$ cat config.mk
export PLATFORM = sky130hd
export DESIGN_NAME = pipeline_hazard_ctrl_flat
export DESIGN_NICKNAME = d
export VERILOG_FILES = /design/src/rtl/pipeline_hazard_ctrl_if.sv /design/src/rtl/pipeline_hazard_ctrl.sv /design/src/flat_wrapper.sv
export SDC_FILE = /design/constraint.sdc
export NUM_CORES = 1
export LEC_CHECK = 0
export BUFFER_PORTS_ARGS = -buffer_cell sky130_fd_sc_hd__buf_2
export CORE_MARGIN = 10
export CORE_UTILIZATION = 45
export CTS_CLUSTER_DIAMETER = 100
export DETAILED_ROUTE_END_ITERATION = 16
export GPL_ROUTABILITY_DRIVEN = 0
export PLACE_DENSITY = 0.83
export SLEW_MARGIN = 20
export SYNTH_ARGS = -nofsm -noshare
export SYNTH_HDL_FRONTEND = slang
export SYNTH_SLANG_ARGS = --single-unit
export TNS_END_PERCENT = 1
$ cat constraint.sdc
create_clock -name clk -period 2.69 [get_ports clk]
set_clock_uncertainty 0.1 [all_clocks]
set_input_delay 0.1345 -clock clk [delete_from_list [all_inputs] [get_ports clk]]
set_output_delay 0.1345 -clock clk [all_outputs]
set_load 0.02 [all_outputs]
$ cat src/rtl/pipeline_hazard_ctrl_if.sv
// ID-side control bundle between the pipeline datapath and the hazard controller.
// The master drives instruction/event inputs; the slave returns stall/flush/freeze.
interface pipeline_hazard_ctrl_if;
  logic        id_valid;
  logic [31:0] id_instr;
  logic        ex_branch_taken;
  logic        mem_busy;
  logic        stall_pc;
  logic        stall_ifid;
  logic        flush_ifid;
  logic        flush_idex;
  logic        freeze;
  logic [1:0]  ctrl_state;

  modport master (
    output id_valid, id_instr, ex_branch_taken, mem_busy,
    input  stall_pc, stall_ifid, flush_ifid, flush_idex, freeze, ctrl_state
  );

  modport slave (
    input  id_valid, id_instr, ex_branch_taken, mem_busy,
    output stall_pc, stall_ifid, flush_ifid, flush_idex, freeze, ctrl_state
  );
endinterface

$ cat src/rtl/pipeline_hazard_ctrl.sv
// Load-use / redirect / memory-wait sequencer beside ID; control outputs are
// combinational (zero-cycle), only state, bubble count and EX scoreboard are registered.
module pipeline_hazard_ctrl #(
  parameter int LOAD_USE_BUBBLES = 1,
  parameter int REG_ADDR_W       = 5
) (
  input logic                  clk,
  input logic                  rst,
  pipeline_hazard_ctrl_if.slave bus
);

  typedef enum logic [1:0] {
    ST_RUN    = 2'd0,
    ST_STALL  = 2'd1,
    ST_FLUSH  = 2'd2,
    ST_FREEZE = 2'd3
  } state_e;

  state_e                state_q, state_d, saved_q, saved_d, eff_state;
  logic [1:0]            cnt_q, cnt_d;
  logic [REG_ADDR_W-1:0] ex_rd_q, ex_rd_d;
  logic                  ex_is_load_q, ex_is_load_d;

  logic [6:0]            opcode;
  logic [REG_ADDR_W-1:0] rs1, rs2, rd;
  logic                  reads_rs1, reads_rs2, writes_rd, is_load, hazard;
  logic                  stall_pc_c, stall_ifid_c, flush_ifid_c, flush_idex_c, freeze_c;
  logic                  unused_instr;

  assign opcode       = bus.id_instr[6:0];
  assign rd           = bus.id_instr[7 +: REG_ADDR_W];
  assign rs1          = bus.id_instr[15 +: REG_ADDR_W];
  assign rs2          = bus.id_instr[20 +: REG_ADDR_W];
  assign unused_instr = ^bus.id_instr;

  always_comb begin
    reads_rs1 = 1'b0;
    reads_rs2 = 1'b0;
    writes_rd = 1'b0;
    is_load   = 1'b0;
    case (opcode)
      7'b0110011: begin reads_rs1 = 1'b1; reads_rs2 = 1'b1; writes_rd = 1'b1; end
      7'b0100011,
      7'b1100011: begin reads_rs1 = 1'b1; reads_rs2 = 1'b1; end
      7'b0010011,
      7'b1100111: begin reads_rs1 = 1'b1; writes_rd = 1'b1; end
      7'b0000011: begin reads_rs1 = 1'b1; writes_rd = 1'b1; is_load = 1'b1; end
      7'b0110111,
      7'b0010111,
      7'b1101111: writes_rd = 1'b1;
      default: ;
    endcase
  end

  assign hazard = bus.id_valid && ex_is_load_q && (ex_rd_q != '0) &&
                  ((reads_rs1 && (rs1 == ex_rd_q)) || (reads_rs2 && (rs2 == ex_rd_q)));

  // Leaving FREEZE acts on the saved state in the same cycle mem_busy drops.
  assign eff_state = (state_q == ST_FREEZE) ? saved_q : state_q;

  always_comb begin
    state_d      = state_q;
    saved_d      = saved_q;
    cnt_d        = cnt_q;
    ex_rd_d      = '0;
    ex_is_load_d = 1'b0;
    stall_pc_c   = 1'b0;
    stall_ifid_c = 1'b0;
    flush_ifid_c = 1'b0;
    flush_idex_c = 1'b0;
    freeze_c     = 1'b0;
    if (bus.mem_busy) begin
      freeze_c     = 1'b1;
      stall_pc_c   = 1'b1;
      stall_ifid_c = 1'b1;
      state_d      = ST_FREEZE;
      ex_rd_d      = ex_rd_q;
      ex_is_load_d = ex_is_load_q;
      if (state_q != ST_FREEZE) saved_d = state_q;
    end else if (bus.ex_branch_taken) begin
      flush_ifid_c = 1'b1;
      flush_idex_c = 1'b1;
      state_d      = ST_FLUSH;
      cnt_d        = 2'd0;
    end else begin
      case (eff_state)
        ST_FLUSH: begin
          flush_idex_c = 1'b1;
          state_d      = ST_RUN;
        end
        ST_STALL: begin
          stall_pc_c   = 1'b1;
          stall_ifid_c = 1'b1;
          flush_idex_c = 1'b1;
          if (cnt_q != 2'd0) cnt_d = cnt_q - 2'd1;
          state_d = (cnt_q <= 2'd1) ? ST_RUN : ST_STALL;
        end
        default: begin
          state_d = ST_RUN;
          if (hazard) begin
            stall_pc_c   = 1'b1;
            stall_ifid_c = 1'b1;
            flush_idex_c = 1'b1;
            if (LOAD_USE_BUBBLES > 1) begin
              state_d = ST_STALL;
              cnt_d   = 2'(LOAD_USE_BUBBLES - 1);
            end
          end else if (bus.id_valid) begin
            ex_rd_d      = writes_rd ? rd : '0;
            ex_is_load_d = is_load;
          end
        end
      endcase
    end
  end

  always_ff @(posedge clk) begin
    if (rst) begin
      state_q      <= ST_RUN;
      saved_q      <= ST_RUN;
      cnt_q        <= 2'd0;
      ex_rd_q      <= '0;
      ex_is_load_q <= 1'b0;
    end else begin
      state_q      <= state_d;
      saved_q      <= saved_d;
      cnt_q        <= cnt_d;
      ex_rd_q      <= ex_rd_d;
      ex_is_load_q <= ex_is_load_d;
    end
  end

  assign bus.stall_pc   = !rst && stall_pc_c;
  assign bus.stall_ifid = !rst && stall_ifid_c;
  assign bus.flush_ifid = !rst && flush_ifid_c;
  assign bus.flush_idex = !rst && flush_idex_c;
  assign bus.freeze     = !rst && freeze_c;
  assign bus.ctrl_state = rst ? 2'd0 : state_q;

endmodule

$ cat src/flat_wrapper.sv
// flat-port wrapper written by rule: the top's interface ports become plain ports
module pipeline_hazard_ctrl_flat 
#(
  parameter int LOAD_USE_BUBBLES = 1,
  parameter int REG_ADDR_W       = 5
)
  (clk, rst, bus_id_valid, bus_id_instr, bus_ex_branch_taken, bus_mem_busy, bus_stall_pc, bus_stall_ifid, bus_flush_ifid, bus_flush_idex, bus_freeze, bus_ctrl_state);
  pipeline_hazard_ctrl_if bus_i ();
  input logic clk;
  input logic rst;
  input wire logic [$bits(bus_i.id_valid)-1:0] bus_id_valid;
  input wire logic [$bits(bus_i.id_instr)-1:0] bus_id_instr;
  input wire logic [$bits(bus_i.ex_branch_taken)-1:0] bus_ex_branch_taken;
  input wire logic [$bits(bus_i.mem_busy)-1:0] bus_mem_busy;
  output wire logic [$bits(bus_i.stall_pc)-1:0] bus_stall_pc;
  output wire logic [$bits(bus_i.stall_ifid)-1:0] bus_stall_ifid;
  output wire logic [$bits(bus_i.flush_ifid)-1:0] bus_flush_ifid;
  output wire logic [$bits(bus_i.flush_idex)-1:0] bus_flush_idex;
  output wire logic [$bits(bus_i.freeze)-1:0] bus_freeze;
  output wire logic [$bits(bus_i.ctrl_state)-1:0] bus_ctrl_state;
  assign bus_i.id_valid = bus_id_valid;
  assign bus_i.id_instr = bus_id_instr;
  assign bus_i.ex_branch_taken = bus_ex_branch_taken;
  assign bus_i.mem_busy = bus_mem_busy;
  assign bus_stall_pc = bus_i.stall_pc;
  assign bus_stall_ifid = bus_i.stall_ifid;
  assign bus_flush_ifid = bus_i.flush_ifid;
  assign bus_flush_idex = bus_i.flush_idex;
  assign bus_freeze = bus_i.freeze;
  assign bus_ctrl_state = bus_i.ctrl_state;
  pipeline_hazard_ctrl #(.LOAD_USE_BUBBLES(LOAD_USE_BUBBLES), .REG_ADDR_W(REG_ADDR_W)) u_core (.clk(clk), .rst(rst), .bus(bus_i));
endmodule
==> impl_metrics.json, run 1 <==
{
  "max_stage_delay_ps": 410,
  "clock_latency_ps": 270,
  "via_count": 824,
  "synth_top_area_frac": 0.3102,
  "whs_ps": 83.19,
  "ios": 44,
  "rows": 14,
  "avgViaCountPerCell": 5.493,
  "max-cap-violations": 0,
  "worstHoldEndpoint": "u_core.state_q[0]",
  "min_period_ps": 1997,
  "setup-tns-final_ps": 0,
  "rsz0062_at_grt": "false",
  "die_w_um": 61.49,
  "cts_tree": "yes",
  "yosysWarnings": 0,
  "syn2layout_area_growth_pct": 30.86,
  "dr.pass1.iters": 4,
  "yosys.area.top_type": "dfxtp_1",
  "holdCritStartpoint": "rst",
  "final.setup.worst_slack_ps": 693.4,
  "wl_met2_um": 989,
  "dr.first_iter.drc_count": 24,
  "critical_path.startpoint_type": "flop",
  "cts.clk_slew.worst_paths_ps": 70,
  "wl_met3_um": 148,
  "worstSetupPathType": "reg -> out",
  "die_y_um": 61.49,
  "nNetsFinal": 176,
  "p_total_w": 0.0003717,
  "antenna_found_initial": 0,
  "ys_top_cells_by_area": "dfxtp_1 (31%), xnor2_1 (11%), nor2_1 (7.3%)",
  "slew_headroom": 0.6709,
  "r2r_start": "u_core.state_q[0]",
  "fillers": 136,
  "gr-usage-all-layers": 0.1146,
  "netlist_area_sq_um": 774.5,
  "core_sq_mm": 0.001559,
  "cp.arrival_ps": 1760,
  "synth-seq-area-share": 0.3102,
  "met1_length_um": 854,
  "power.leakage_nw": 0.4304,
  "netlist_instances": 97,
  "worstPathMaxFanout": 4,
  "wl_per_cell_um": 13.50,
  "drc": 0,
  "syn_area_per_cell_sq_um": 7.984,
  "cts_resized": 0,
  "grt_pass1_wl_mm": 3.353,
  "synthDistinctLibCells": 28,
  "cts.sinks": 12,
  "port-buffer-count": 33,
  "timing.rr.end": "u_core.ex_rd_q[3]",
  "synth-async-reset-ratio": 0,
  "root_buffer": "clkbuf_4",
  "start_util": 0.4968,
  "tightestPinTransition_ps": 489.8,
  "worstSetupEndpointType": "output pin",
  "n_antenna_cell": 0,
  "ys_seq_elements": 12,
  "crit_chain": "or4_1 -> nor2_1 -> nor3_1 -> nand2_1 -> a211oi_1 -> buf_2",
  "synth_edf_count": 0,
  "dieArea_sq_mm": 0.003780,
  "grt-ovfl-total": 0,
  "whs_path_depth": 2,
  "grt_pass1_vias": 804,
  "cp_slowest_cell": "dfxtp_1",
  "hold_path.class": "in -> reg",
  "fmax_ghz": 0.5008,
  "drt_wl_total_mm": 2.025,
  "topRoutingLayerUsed": "met4",
  "final_util": 0.6501,
  "drive_above_1_share": 0.2761,
  "ant_nets": 0,
  "cts_setup_buffers": 0,
  "numCtsBuffers": 3,
  "h-tree-depth": 1,
  "hpwlAfterDp_mm": 1.712,
  "required_ps": 2460,
  "fin_crit_sh": 0.7422,
  "outcome": "completed",
  "place_ws_ps": 777.4,
  "ff2ff_setup_slack_ps": 760,
  "grt_max_degree": 14,
  "power.density_mw_per_mm2": 366.7,
  "setup_viol": 0,
  "irDropWorstVdd_mv": 0.2875,
  "ys.flop_type": "dfxtp_1",
  "hold_violations": 0,
  "clockBufferDepth": 2,
  "finalMaxSlewViolations": 0,
  "r2r_cells": 8,
  "syn_nets": 137
}
[state kept, by name, indices dropped and copies added (netlist names)]
| name | count |
|---|---|
| u_core.saved_q | 2 |
| u_core.cnt_q | 2 |
| u_core.state_q | 2 |
| u_core.ex_is_load_q | 1 |
| u_core.ex_rd_q | 5 |
[cells in the mapped netlist, types with 2 or more instances]
master     n
nor2_1    15
dfxtp_1   12
xnor2_1   10
nor2b_1    7
a21oi_1    5
a22o_1     5
nand2_1    5
inv_1      4
nand3_1    4
nor3_1     4
clkbuf_1   3
ha_1       3
nand4_1    2
nand4b_1   2
nor3b_1    2
o21ai_0    2
[metal layers]
metal / vias to the layer above / GRT usage
li1: 424 / -
met1: 373 / 0.1238
met2: 22 / 0.2006
met3: 5 / 0.02881
met4: 0 / 0.06051
met5: - / 0
[area by class of cell]
class,instances,area (sq um),share of cell area
clock buffers,3,22.52,0.02222
inverters,4,15.01,0.01481
multi-input cells,77,500.5,0.4938
flip-flops and latches,12,240.2,0.2370
well taps,16,20.02,0.01975
repair buffers,38,215.2,0.2123
[logic make-up after synthesis]
kind of cell / Yosys count / synth area share
AND/OR/NAND/NOR: 45 / 0.3053
AO/OA/AOI/OAI: 19 / 0.1793
flip-flops: 12 / 0.3102
XOR/XNOR: 10 / 0.1131
buffers and inverters: 8 / 0.04362
adder cells (fa/ha/maj): 3 / 0.04847
[stage by stage]
step           std cells  area [sq um]
2_1_floorplan         97         774.5
3_3_place_gp         142         940.9
3_5_place_dp         142         940.9
4_1_cts              150          1013
5_1_grt              150          1013
6_report             150          1013
[layout by cell type, fill, tap and decap left out]
master         count
buf_2             33
nor2_1            15
dfxtp_1           12
xnor2_1           10
nor2b_1            7
a21oi_1            5
nand2_1            5
a22o_1             5
dlygate4sd3_1      5
inv_1              4
nand3_1            4
nor3_1             4
ha_1               3
clkbuf_4           3
o21ai_0            2
nor3b_1            2
nand4_1            2
nand4b_1           2
nor4bb_1           1
a21boi_0           1
o22ai_1            1
o22a_1             1
or4_1              1
a211oi_1           1
nor4b_1            1
o21bai_1           1
a221oi_2           1
nor4_1             1
a21o_1             1
[how the worst max path moves through the flow]
stage	startpoint	endpoint
after floorplan	u_core.state_q[0]	bus_stall_pc
after global placement	u_core.ex_rd_q[0]	u_core.ex_rd_q[1]
after detailed placement	u_core.state_q[0]	u_core.ex_rd_q[3]
after CTS	u_core.ex_rd_q[1]	bus_flush_idex
after global routing	u_core.ex_rd_q[2]	bus_flush_idex
final	u_core.ex_rd_q[2]	bus_flush_idex
[critical path, delay by kind of cell, from the launching register on]
family / cells / cell delay (ps)
AND/OR/NAND/NOR: 4 / 670
AO/OA/AOI/OAI: 1 / 220
flip-flops: 1 / 410
buffers and inverters: 1 / 200
[report_power, final]
group	switching [W]	internal (W)
sequential	0.00000243	0.000181
combinational	0.0000424	0.0000405
clock	0.0000532	0.0000517
[repair_timing]
action | CTS | global route
endpoints found under the setup margin | 0 | 0
endpoints found under the hold margin | 5 | 0
hold buffers | 5 | 0
Power figures use the tool's default switching activity.
==> run 2, diff against run 1 <==
Settings changed: CORE_UTILIZATION 45 to 42, PLACE_DENSITY 0.83 to 0.78.
Clock period 2.69 ns to 1.85 ns, I/O delays scaled along.
==> run 2 against run 1 <==
Against the previous run:
- the run now ends with setup timing left
- register-to-register slack got worse by 760 ps
- design area increased by 17%
- combinational power increased by 72%
- routed wire length increased by 17%
- hold slack got worse by 47 ps
- largest power group unchanged
- global-route usage decreased by 0.36 points
- critical path depth increased by 1
==> impl_metrics.json, run 2 (synthesized netlist as in run 1, its figures left out) <==
{
  "max-cap-violations": 0,
  "fmax_ghz": 0.5323,
  "worstPathMaxFanout": 4,
  "design_area_sq_mm": 0.001181,
  "drive_above_1_share": 0.4507,
  "grt_max_degree": 14,
  "required_ps": 1660,
  "slew_headroom": 0.6793,
  "dr.pass1.iters": 4,
  "fin_crit_sh": 1.015,
  "core_sq_mm": 0.001745,
  "cp_num_buf_inv": 2,
  "cp.depth": 7,
  "grt_pass1_wl_mm": 3.677,
  "cp_top_family": "compound AO/OA/AOI/OAI gates",
  "whs_path_depth": 2,
  "root_buffer": "clkbuf_4",
  "max_stage_delay_ps": 320,
  "outcome": "finished with violations",
  "rsz0062_at_grt": "true",
  "power.density_mw_per_mm2": 523.0,
  "hold_path.class": "in -> reg",
  "power_switching_w": 0.0001610,
  "drt_wl_total_mm": 2.363,
  "cts_tree": "yes",
  "rows": 15,
  "cp.arrival_ps": 1690,
  "hold_violations": 0,
  "tightestPinTransition_ps": 480.0,
  "dieArea_sq_mm": 0.003961,
  "finalMaxSlewViolations": 0,
  "start_util": 0.4437,
  "gr-usage-all-layers": 0.1110,
  "pwr-share-clk": 0.333,
  "clockBufferDepth": 2,
  "ant_nets": 0,
  "layout_common_cells": "buf_2 (30), nor2_1 (15), dfxtp_2 (8)",
  "wl_per_cell_um": 14.15,
  "multi_input_area_sq_um": 558.0,
  "cp_slowest_cell": "dfxtp_2",
  "dr.first_iter.drc_count": 19,
  "switching_share": 0.2606,
  "drc": 0,
  "top_register": "u_core.ex_rd_q",
  "port-buffer-count": 33,
  "via_count": 875,
  "regArea_sq_um": 250.2,
  "largest_reg_flops": 5,
  "critical_path.startpoint_type": "flop",
  "worstSetupPathType": "reg -> out",
  "clock_latency_ps": 270,
  "min_period_ps": 1878,
  "worstSetupEndpointType": "output pin",
  "irDropWorstVdd_mv": 0.3983,
  "intPower_w": 0.0004567,
  "ios": 44,
  "final.setup.worst_slack_ps": -28.48,
  "p_total_w": 0.0006177,
  "n_antenna_cell": 0,
  "crit_chain": "buf_6 -> xnor2_2 -> nand3_1 -> o22ai_2 -> nand2_1 -> a211oi_1 -> buf_4",
  "placed_area_sq_um": 982.2,
  "setup-tns-final_ps": -56.30,
  "final_common_cell": "buf_2",
  "hpwlAfterDp_mm": 1.732,
  "power.share.sequential": 0.435,
  "cts.clk_slew.worst_paths_ps": 80,
  "final_util": 0.6767,
  "grt-ovfl-total": 0,
  "cts.sinks": 12,
  "setup_viol": 3,
  "power.leakage_nw": 0.5066,
  "place_ws_ps": 48.75,
  "antenna_found_initial": 0,
  "avgViaCountPerCell": 5.240,
  "r2r_cells": 9,
  "syn2layout_area_growth_pct": 52.50,
  "fillers": 148,
  "die_y_um": 62.94,
  "numCtsBuffers": 3,
  "die_w_um": 62.94,
  "violations": "setup timing",
  "nNetsFinal": 183,
  "h-tree-depth": 1,
  "comb_power_share": 0.232,
  "grt_pass1_vias": 843
}
[run 2: cell count changes in the layout (fill, tap and decap cells not counted), sizes merged]
cell	delta
buf	+7
clkbuf	+1
[run 2: area by class of cell]
class	count	share of cell area
tap	25	0.02648
clock buffer	4	0.03072
timing repair buffer	45	0.2458
multi-input combinational	77	0.4725
sequential	12	0.2119
inverter	4	0.01271
[run 2: path summary, 6_finish.rpt]
kind                       start             endpoint  slack (ps)
min reg2reg  u_core.ex_is_load_q  u_core.ex_is_load_q         380
min                          rst    u_core.state_q[0]          40
max            u_core.ex_rd_q[1]       bus_flush_idex         -30
max reg2reg    u_core.state_q[0]    u_core.ex_rd_q[3]           0
[run 2: routing by layer]
layer | track usage | up-vias | routed length, um
met5 | 0 | - | 0
met2 | 0.2018 | 29 | 1230
met1 | 0.1162 | 409 | 972
met4 | 0.05028 | 0 | 34
li1 | - | 433 | -
met3 | 0.02688 | 4 | 126
[run 2: power groups by stage]
stage          Combinational, W  Sequential [W]  Clock (W)
2_1_floorplan         0.0000623        0.000272          0
3_3_place_gp           0.000110        0.000273          0
3_5_place_dp           0.000114        0.000273          0
4_1_cts                0.000131        0.000267   0.000214
5_1_grt                0.000157        0.000269   0.000226
6_report               0.000143        0.000269   0.000206
[run 2: what timing repair did]
item	CTS	global route
setup buffers	1	2
hold endpoints to repair	5	0
pin swaps	7	7
setup endpoints to repair	3	8
gates resized for setup	15	13
hold buffers	5	0
[run 2: through the flow]
stage,hold slack [ps],cells
floorplan,118.2,97
global placement,203.9,155
detailed placement,207.7,155
CTS,30.87,165
global route,38.92,167
finish,36.36,167
==> run 3, diff against run 2 <==
Settings changed: ABC_AREA set to 1, CORE_UTILIZATION 42 to 45.
==> run 3 against run 2 <==
Against the previous run:
- the run now ends clean
- power up 8.9%
- sequential power increased by 2%
- register-to-register slack better by 220 ps
- synthesized cell count is 68% higher
- die area up 12%
- critical path depth up 2
- routed wire length is 11% higher
==> impl_metrics.json, run 3 <==
{
  "port-buffer-count": 33,
  "cp_num_buf_inv": 2,
  "nNetsFinal": 242,
  "min_period_ps": 1764,
  "critical_path.startpoint_type": "flop",
  "finalMaxSlewViolations": 0,
  "cp.arrival_ps": 1570,
  "grt-ovfl-total": 0,
  "ios": 44,
  "rsz0062_at_grt": "true",
  "yosys.area.top_type": "dfxtp_1",
  "syn_area_per_cell_sq_um": 5.980,
  "root_buffer": "clkbuf_4",
  "grt_pass1_wl_mm": 4.298,
  "synthDistinctLibCells": 25,
  "core_sq_mm": 0.002002,
  "antenna_found_initial": 0,
  "h-tree-depth": 1,
  "rows": 16,
  "dieArea_sq_mm": 0.004428,
  "netlist_area_sq_um": 974.7,
  "ant_nets": 0,
  "die_y_um": 66.54,
  "final.setup.worst_slack_ps": 86.48,
  "power.density_mw_per_mm2": 527.5,
  "ys.flop_type": "dfxtp_1",
  "cp_top_family": "simple AND/OR/NAND/NOR gates",
  "worstPathMaxFanout": 5,
  "design_area_sq_mm": 0.001275,
  "largest_reg_flops": 5,
  "hpwlAfterDp_mm": 2.064,
  "grt_pass1_vias": 1057,
  "die_w_um": 66.54,
  "gr-usage-all-layers": 0.1209,
  "place_ws_ps": 166.9,
  "via_count": 1095,
  "crit_chain": "inv_2 -> nor2_2 -> nor2_2 -> ha_4 -> nor2_1 -> nor2_1 -> nand2_1 -> nand2_2 -> buf_6",
  "fmax_ghz": 0.5670,
  "setup-tns-final_ps": 0,
  "cts.clk_slew.worst_paths_ps": 80,
  "dr.pass1.iters": 4,
  "cts_tree": "yes",
  "synth_top_area_frac": 0.2465,
  "power.leakage_nw": 0.7272,
  "ys_seq_elements": 12,
  "placed_area_sq_mm": 0.001146,
  "tightestPinTransition_ps": 334.3,
  "start_util": 0.4869,
  "max-cap-violations": 0,
  "syn2layout_area_growth_pct": 30.81,
  "worstSetupEndpointType": "output pin",
  "synth-async-reset-ratio": 0,
  "max_stage_delay_ps": 370,
  "stdcell_count": 228,
  "outcome": "completed",
  "irDropWorstVdd_mv": 0.3756,
  "final_common_cell": "nand2_1",
  "synthTopCellsByCount": "nand2_1 (49), inv_1 (28), nor2_1 (20)",
  "worstSetupPathType": "reg -> out",
  "n_antenna_cell": 0,
  "avgViaCountPerCell": 4.803,
  "synth_edf_count": 0,
  "fin_crit_sh": 0.9533,
  "slew_headroom": 0.7769,
  "setup_viol": 0,
  "p_total_w": 0.0006726,
  "netlist_instances": 163,
  "numCtsBuffers": 3,
  "cts.sinks": 12,
  "top_register": "u_core.ex_rd_q",
  "clockBufferDepth": 2,
  "clock_latency_ps": 280,
  "synth-seq-area-share": 0.2465,
  "ys_top_cells_by_area": "dfxtp_1 (25%), nand2_1 (19%), inv_1 (11%)",
  "fillers": 200,
  "required_ps": 1660,
  "drc": 0,
  "hold_path.class": "in -> reg",
  "grt_max_degree": 12,
  "drive_above_1_share": 0.3582,
  "cp_slowest_cell": "dfxtp_2",
  "yosysMostFrequentCell": "nand2_1",
  "layout_common_cells": "nand2_1 (48), buf_2 (30), inv_1 (27)",
  "dr.first_iter.drc_count": 43,
  "drt_wl_total_mm": 2.634,
  "hold_violations": 0,
  "wl_per_cell_um": 11.55,
  "syn_nets": 203,
  "dpl.cell_count": 219,
  "yosysWarnings": 0
}
-- run 3: cell count changes in the layout (fill, tap and decap cells not counted), sizes merged, moves of 2 or more --
| cell | change |
|---|---|
| xnor2 | -8 |
| nor2 | +10 |
| inv | +29 |
| nand3 | +4 |
| nand4b | -2 |
| xor2 | +2 |
| nand2 | +48 |
| nor3b | -2 |
| a22o | -5 |
| dlygate4sd3 | -4 |
| nor2b | -7 |
| buf | -3 |
| nand4 | +5 |
| nor3 | -2 |
-- run 3: worst paths after layout --
path | startpoint | endpoint | slack (ps) | depth (start not counted)
hold / removal | bus_ex_branch_taken | u_core.cnt_q[1] | 10 | 3
setup reg to reg | u_core.state_q[0] | u_core.cnt_q[1] | 220 | 8
hold reg to reg | u_core.ex_is_load_q | u_core.ex_is_load_q | 350 | 2
setup / recovery | u_core.state_q[1] | bus_stall_ifid | 90 | 9
-- run 3: cell type report --
type	instances	area [sq um]	area share
sequential	12	247.7	0.1943
timing repair buffer	38	224.0	0.1757
multi-input combinational	114	609.3	0.4779
inverter	33	123.9	0.09715
tap	27	33.78	0.02650
clock buffer	4	36.28	0.02846
-- run 3: metrics by stage --
stage	hold slack (ps)	util
after floorplan	170.5	-
after detailed placement	297.1	0.5725
after CTS	9.549	0.6019
final	12.56	0.6369
after global placement	286.2	0.5725
after global routing	35.23	0.6369
-- run 3: where the power goes --
part	leakage, nW	internal [W]	switching [W]
registers	0.101	0.000268	0.00000692
clock network	0.0210	0.000120	0.0000971
logic	0.606	0.0000808	0.000100
-- run 3: logic make-up after synthesis --
family / after synthesis / synth area share
AOI/OAI and AO/OA: 11 / 0.06931
xor gates and xnor gates: 4 / 0.03595
adders and majority gates: 3 / 0.03852
buffers and inverters: 37 / 0.1553
DFF: 12 / 0.2465
and+or+nand+nor: 96 / 0.4544
-- run 3: metal layers --
layer	global-route usage	up-vias	wire length [um]
met1	0.1249	484	1103
met2	0.2133	29	1332
met5	0	-	0
met3	0.03679	5	150
met4	0.06283	0	47
li1	-	577	-
-- run 3: worst reg2reg max path, cell delays in order (launching register included) --
cell and delay [ps]:
dfxtp_2 330, inv_1 70, o21ai_2 190, ha_4 160, inv_1 40, o21ai_1 110
nand2_1 110, or3_1 330, a21oi_1 120
-- run 3: what timing repair did --
action	CTS	global route
gates resized for setup	3	18
buffers inserted	0	4
pin swaps	0	2
hold buffers	1	0
endpoints found under the setup margin	3	4
gates cloned	0	0
endpoints found under the hold margin	1	0
